### src/rtl/bram_voice_arbiter.sv
// bram_voice_arbiter: shares the single BRAM read port among NUM_REQ voice loaders.
// Requesters are granted round-robin. Each burst streams NUM_WORDS samples to the owner's buffer
// as indexed 16-bit writes, then pulses done for that requester.
// Build option: define BRAM_ARB_ABORT_EN so that an owner dropping req mid-burst aborts its burst.
module bram_voice_arbiter #(
    parameter int unsigned NUM_REQ        = 4,
    parameter int unsigned NUM_WORDS      = 256,
    parameter int unsigned BRAM_DELAY     = 2,
    parameter int unsigned ADDR_INCREMENT = 4
) (
    input  logic                  BRAM_clk,
    input  logic                  rst,
    output logic [31:0]           BRAM_addr,
    output logic [31:0]           BRAM_din,
    input  logic [31:0]           BRAM_dout,
    output logic                  BRAM_en,
    output logic                  BRAM_rst,
    output logic [3:0]            BRAM_we,
    input  logic [NUM_REQ-1:0]    req,
    input  logic [NUM_REQ*32-1:0] base_addr,
    output logic [NUM_REQ-1:0]    grant,
    output logic                  wr_valid,
    output logic [15:0]           wr_index,
    output logic [15:0]           wr_data,
    output logic [NUM_REQ-1:0]    done
);

    localparam int unsigned      IDX_W    = (NUM_REQ > 1) ? $clog2(NUM_REQ) : 1;
    localparam int unsigned      CNT_W    = $clog2(NUM_WORDS + 1);
    localparam logic [CNT_W-1:0] WORDS    = CNT_W'(NUM_WORDS);
    localparam logic [15:0]      LAST_IDX = 16'(NUM_WORDS - 1);

    localparam logic [1:0] IDLE = 2'd0;
    localparam logic [1:0] READ = 2'd1;
    localparam logic [1:0] DONE = 2'd2;

    logic [1:0]            state;
    logic [IDX_W-1:0]      owner;
    logic [IDX_W-1:0]      last_win;
    logic [IDX_W-1:0]      winner;
    logic                  any_req;
    logic                  abort;
    logic [31:0]           base_arr [NUM_REQ];
    logic [CNT_W-1:0]      issue_cnt;
    logic [15:0]           rx_cnt;
    logic [BRAM_DELAY-1:0] en_pipe;
    logic                  unused_dout;

    // Read-only port: write side tied off; upper data half carries no sample.
    assign BRAM_din    = '0;
    assign BRAM_we     = '0;
    assign unused_dout = ^BRAM_dout[31:16];

    for (genvar g = 0; g < NUM_REQ; g++) begin : g_base
        assign base_arr[g] = base_addr[g*32 +: 32];
    end

`ifdef BRAM_ARB_ABORT_EN
    assign abort = (state == READ) && !req[owner];
`else
    assign abort = 1'b0;
`endif

    // Round-robin pick: first requesting index above the last winner, wrapping.
    always_comb begin
        int j;
        j       = 0;
        winner  = '0;
        any_req = 1'b0;
        // Walk from the farthest candidate down so the nearest one is assigned last.
        for (int k = NUM_REQ; k >= 1; k--) begin
            j = int'(last_win) + k;
            if (j >= int'(NUM_REQ)) begin
                j = j - int'(NUM_REQ);
            end
            if (req[IDX_W'(j)]) begin
                winner  = IDX_W'(j);
                any_req = 1'b1;
            end
        end
    end

    // Arbitration FSM, address issue and return pipeline.
    always_ff @(posedge BRAM_clk) begin
        if (rst) begin
            state     <= IDLE;
            owner     <= '0;
            last_win  <= IDX_W'(NUM_REQ - 1);
            issue_cnt <= '0;
            rx_cnt    <= '0;
            en_pipe   <= '0;
            BRAM_addr <= '0;
            BRAM_en   <= 1'b0;
            BRAM_rst  <= 1'b1;
            grant     <= '0;
            wr_valid  <= 1'b0;
            wr_index  <= '0;
            wr_data   <= '0;
            done      <= '0;
        end else begin
            BRAM_rst <= 1'b0;
            done     <= '0;
            // en_pipe mirrors BRAM_en delayed by the read latency, marking valid BRAM_dout.
            en_pipe  <= (en_pipe << 1) | BRAM_DELAY'(BRAM_en);
            wr_valid <= en_pipe[BRAM_DELAY-1];
            if (en_pipe[BRAM_DELAY-1]) begin
                wr_data  <= BRAM_dout[15:0];
                wr_index <= rx_cnt;
                rx_cnt   <= rx_cnt + 16'd1;
            end

            case (state)
                IDLE: begin
                    BRAM_en <= 1'b0;
                    if (any_req) begin
                        grant     <= NUM_REQ'(1) << winner;
                        owner     <= winner;
                        BRAM_addr <= {base_arr[winner][31:2], 2'b00};
                        BRAM_en   <= 1'b1;
                        issue_cnt <= CNT_W'(1);
                        rx_cnt    <= '0;
                        state     <= READ;
                    end
                end
                READ: begin
                    if (abort) begin
                        BRAM_en  <= 1'b0;
                        en_pipe  <= '0;
                        wr_valid <= 1'b0;
                        grant    <= '0;
                        last_win <= owner;
                        state    <= IDLE;
                    end else begin
                        if (issue_cnt < WORDS) begin
                            BRAM_addr <= BRAM_addr + 32'(ADDR_INCREMENT);
                            BRAM_en   <= 1'b1;
                            issue_cnt <= issue_cnt + CNT_W'(1);
                        end else begin
                            BRAM_en <= 1'b0;
                        end
                        if (wr_valid && (wr_index == LAST_IDX)) begin
                            state <= DONE;
                        end
                    end
                end
                DONE: begin
                    done     <= NUM_REQ'(1) << owner;
                    grant    <= '0;
                    wr_valid <= 1'b0;
                    last_win <= owner;
                    state    <= IDLE;
                end
                default: begin
                    state <= IDLE;
                end
            endcase
        end
    end

endmodule

### config.mk
export PLATFORM = sky130hd
export DESIGN_NAME = bram_voice_arbiter
export DESIGN_NICKNAME = d
export VERILOG_FILES = /design/src/rtl/bram_voice_arbiter.sv
export SDC_FILE = /design/constraint.sdc
export NUM_CORES = 1
export LEC_CHECK = 0
export CAP_MARGIN = 20
export CORE_MARGIN = 10
export CORE_UTILIZATION = 42
export CTS_BUF_LIST = sky130_fd_sc_hd__clkbuf_4 sky130_fd_sc_hd__clkbuf_8 sky130_fd_sc_hd__clkbuf_16
export DETAILED_ROUTE_END_ITERATION = 7
export PLACE_DENSITY = 0.8
export SLEW_MARGIN = 20
export SYNTH_ARGS = -nofsm -noshare
export SYNTH_HDL_FRONTEND = slang
export SYNTH_SLANG_ARGS = --single-unit
### constraint.sdc
create_clock -name BRAM_clk -period 3 [get_ports BRAM_clk]
set_clock_uncertainty 0.2 [all_clocks]
set_input_delay 0.75 -clock BRAM_clk [delete_from_list [all_inputs] [get_ports BRAM_clk]]
set_output_delay 0.75 -clock BRAM_clk [all_outputs]
set_load 0.01 [all_outputs]
-- Yosys cells after proc, flatten, opt, wreduce, memory -nomap -nowiden
Index checks and enable logic that the tools add are counted.
W data, S select, Z words.
- bits in registers: 108
- output and inout bits: 111
- word-level logic and storage cells: 101
- add/subtract/negate cells: 11
- $lt $le $gt $ge: 10
- equality and inequality tests: 6
- shift operators: 2
- mux-type cells: 45
- bitwise gates (word level): 3
- reductions and logical operators: 10
- operators with widths (kind ; number):
    $mux W32 ; 4
    $bmux W32 S2 ; 1
    $pmux W32 S2 ; 1
    $mux W16 ; 3
    $add A32 B3 Y32 const B ; 1
    $mux W2 ; 10
    $mux W9 ; 2
    $pmux W9 S2 ; 1
    $add A16 B1 Y16 const B ; 1
    $eq A16 B8 Y1 const B ; 1
    $lt A2 B4 Y1 const B ; 4
    $mux W1 ; 15
    $ge A3 B3 Y1 const B ; 4
    $add A9 B1 Y9 const B ; 1
    $lt A9 B9 Y1 const B ; 1
    $bmux W1 S2 ; 4
    $pmux W4 S2 ; 1
    $shl A1 B2 Y4 const A ; 2
    $sub A2 B1 Y2 const B ; 4
    $add A2 B2 Y3 const B ; 2
    $ne A2 B2 Y1 const B ; 3
    $reduce_and A2 Y1 ; 3
    $add A2 B3 Y4 const B ; 1
    $ge A4 B3 Y1 const B ; 1
    14 further kinds ; 16

-- Depth between registers and ports, before layout
- depth after elaboration: 16
- depth in mapped cells: 8
- depth with buffers taken out: 7

-- Least setup slack after synthesis
Ideal clock, no wire load.
- kind: in2reg
- start point: input req[3]
- end point: register BRAM_addr[9]
- arrival time: 2.154 ns
- required time: 2.665 ns
- path slack: 0.511 ns
- stages on the path: 7
- path buffers: 1
- path through: nor2b_2 > o21a_1 > nor3_2 > buf_4 > mux2_1 > a222oi_1 > a211oi_1
- word-level cells in the longest chain between the ends: 13
- RTL lines (element ; RTL line ; text):
    start, declared ; 19 ; input logic [NUM_REQ-1:0] req,
    $bmux W1 S2 ; 76 ; if (req[IDX_W'(j)]) begin
    $mux W1 (implied by the code) (2 in a row) ; 76 ;
    $mux W2 (4 in a row) ; 76 ;
    $not A2 Y3 (implied by the code) ; 118 ; BRAM_addr <= {base_arr[winner][31:2], 2'b00};
    $bmux W32 S2 ; 118 ;
    $mux W32 (implied by the code) (2 in a row) ; 118 ;
    $mux W32 ; 115 ; if (any_req) begin
    $pmux W32 S2 ; 112 ; case (state)
    end signal, assigned ; 118 ;
    end signal, assigned ; 135 ; BRAM_addr <= BRAM_addr + 32'(ADDR_INCREMENT);
    end, declared ; 13 ; output logic [31:0] BRAM_addr,
Parallel ways exist; a longest one is shown, timed or not. The select of a mux whose other input is x is not followed.
A chain may end at the register's enable or synchronous reset.

-- Worst setup path after layout
- start point: input req[1]
- end point: register BRAM_addr[5]
The elaborated chain is that of the path after synthesis.

==> qor.yml <==
cp-start-kind: "input port"
htreeDepth: 3
wl_per_cell_um: 18.4
slew_violations: 0
clk_pin_slew_worst_paths_ns: 0.08
std_cell_rows: 43
synth_edf_count: 0
drt_wl_total_um: 21400
max_freq_mhz: 357
drtAntennaViolNets: 0
ys.flop_type: "dfxtp_1"
final_util_pct: 63.4
drc_errors: 0
synth_cell_type_count: 69
cts_sinks: 106
slowest_stage: "clkdlybuf4s50_1"
worst_pin_slew_ns: 0.603
dp_hpwl_um: 16800
finalSetupViolCount: 0
ys_seq_elements: 106
period_needed_ns: 2.80
drt_iter0_drc: 564
grt_start_max_net_pins: 30
syn_area_mm2: 0.00595
num_antenna_cells: 0
path_class: "input port to flop"
core_area_mm2: 0.0139
finalPower_mw: 3.67
peakVddDrop_v: 0.000370
start_util_pct: 42.9
clock_latency_ns: 0.36
gp_congestion: 0.929
syn_area_per_cell_um2: 8.21
first_pass_iters: 6
status: "complete, no violations"
area_growth_pct: 48.0
via_per_inst: 5.47
cts_tree: "done"
min_path_type: "flop to flop"
grt_pass1_wl_um: 33400
die_h_um: 139
cts.path.max_buffers: 2
synth.top_cells.by_area: "dfxtp_1 36%, mux2i_1 7.2%, nand2_1 6.0%"
fin_cells: 1160
end_kind: "flop"
synthArstFlopShare_pct: 0
arrival_ns: 2.82
cts_inserted_buffers: 9
netlist_instances: 725
post-route-period-util_pct: 93.4
layout-drive-gt1-share_pct: 11.9
dpl.cell_count: 1144
cp.required_ns: 3.01
root_buffer: "clkbuf_16"
cts_setup_buffers: 0
setup_ws_ns: 0.198
p_leak_nw: 3.32
drv_cap: 0
seq_area_frac_synth_pct: 35.7
pin_count: 277
path_cells: "clkdlybuf4s50_1 > nor2b_1 > o21a_1 > nor3_4 > buf_12 > mux2_1 > a222oi_1 > a211oi_1"
yosysWarnings: 0
grtUsageTotal_pct: 20.8
path_max_fanout: 20
powerDensity_mw_per_mm2: 417
slew_headroom_pct: 59.8
synth_top_area_share_pct: 35.7
dp_slack_ns: -0.144
grt-ovfl-total: 0
fill_cells: 1182
tns_ns: 0
yosysTopAreaCell: "dfxtp_1"
post_cts_resize_count: 0
hold_buffers: 0
rsz0062_at_grt: "false"
first_global_vias: 6263
num_vias: 6350
finalHoldViolCount: 0
r2r_slack_ns: 0.60
dieWidth_um: 139
port_buffers: 214
nNetsFinal: 1144
antenna_found_initial: 1
die_area_mm2: 0.0193
max_stage_delay_ns: 0.49
synthesized netlist by cell type (all sizes together), types with 4 or more instances:
| cell type | instances |
|---|---|
| nor3b | 4 |
| o21a | 10 |
| buf | 60 |
| a21oi | 34 |
| a32oi | 6 |
| dfxtp | 106 |
| a21o | 8 |
| xor2 | 14 |
| mux2i | 43 |
| mux2 | 20 |
| and3 | 7 |
| a221oi | 5 |
| nand2b | 7 |
| nand3 | 45 |
| nand4 | 14 |
| a31oi | 7 |
| xnor2 | 5 |
| nand2 | 95 |
| o21ai | 19 |
| inv | 9 |
| o32ai | 6 |
| a22oi | 4 |
| clkbuf | 18 |
| nor3 | 9 |
| or3 | 6 |
| nor2 | 86 |
| o31ai | 9 |
| nor4 | 9 |
| nor2b | 5 |
| a211oi | 14 |
cell usage in the layout (no fill, tap or decap), types with 10 or more instances in the layout:
cell	Yosys	routed
nor2_1	84	84
clkdlybuf4s50_1	0	213
buf_4	42	64
a21oi_1	33	33
dfxtp_1	106	105
nand2_1	95	95
o21a_1	10	10
mux2i_1	43	43
xor2_1	14	14
conb_1	1	38
nand3_1	44	44
o21ai_0	18	18
mux2_2	14	14
a211oi_1	13	13
nand4_1	14	14
metrics by stage:
stage          hold slack (ns)  area, µm²
3_3_place_gp             0.224       8520
2_1_floorplan            0.214       6090
3_5_place_dp             0.228       8520
6_report                 0.243       8810
4_1_cts                  0.247       8810
5_1_grt                  0.263       8810
worst max-delay path: cells and delay by family:
kind / cells / cell delay [ns]
AO/OA/AOI/OAI: 3 / 0.63
buffers and inverters: 2 / 0.68
multiplexers: 1 / 0.34
AND/OR/NAND/NOR: 2 / 0.39
cell families (layout without fill, tap and decap cells):
group                    count (synthesis)  after routing  synth area share [%]
other                                    1             38                0.0630
AND/OR/NAND/NOR                        299            299                  24.0
flip-flops                             106            106                  35.7
AO/OA/AOI/OAI                          147            147                  17.3
adder cells (fa/ha/maj)                  3              3                 0.631
XOR/XNOR                                19             19                  2.80
multiplexers                            63             63                  11.0
buffers and inverters                   87            305                  8.52
layout make-up:
cell class	instances	area (µm²)	share of cell area (%)
Inverter	9	33.8	0.384
Multi-Input combinational cell	569	3480	39.5
Clock buffer	9	225	2.56
Sequential cell	106	2120	24.1
Clock inverter	7	66.3	0.753
Timing Repair Buffer	280	2660	30.2
Tap cell	180	225	2.56
routing by layer:
layer  global-route usage (%)  share of wire [%]
met5                        0              0.094
met2                     34.9                 48
met1                     24.9                 40
met3                     5.79                8.8
met4                     7.63                2.7
flip-flops by register name, summed over array words and instances (netlist names):
| register | cells |
|---|---|
| BRAM_addr | 30 |
| BRAM_en | 1 |
| BRAM_rst | 1 |
| done | 4 |
| en_pipe | 2 |
| grant | 4 |
| issue_cnt | 9 |
| last_win | 2 |
| owner | 2 |
| rx_cnt | 16 |
| state | 2 |
| wr_data | 16 |
| wr_index | 16 |
| wr_valid | 1 |
path summary, 6_finish.rpt:
| path | start | to | cells past startpoint |
|---|---|---|---|
| worst min-delay path | en_pipe[0] | en_pipe[1] | 1 |
| worst max-delay path | req[1] | BRAM_addr[5] | 8 |
| worst max register to register | issue_cnt[8] | BRAM_addr[14] | 7 |
| worst min register to register | en_pipe[0] | en_pipe[1] | 1 |
power by group:
group          total (mW)  leakage, nW  switching, mW  internal, mW
clock                1.18        0.144          0.591         0.589
combinational       0.927         2.31          0.420         0.506
sequential           1.57        0.865         0.0898          1.48
total                3.67         3.32           1.10          2.57
Power figures use the tool's default switching activity.
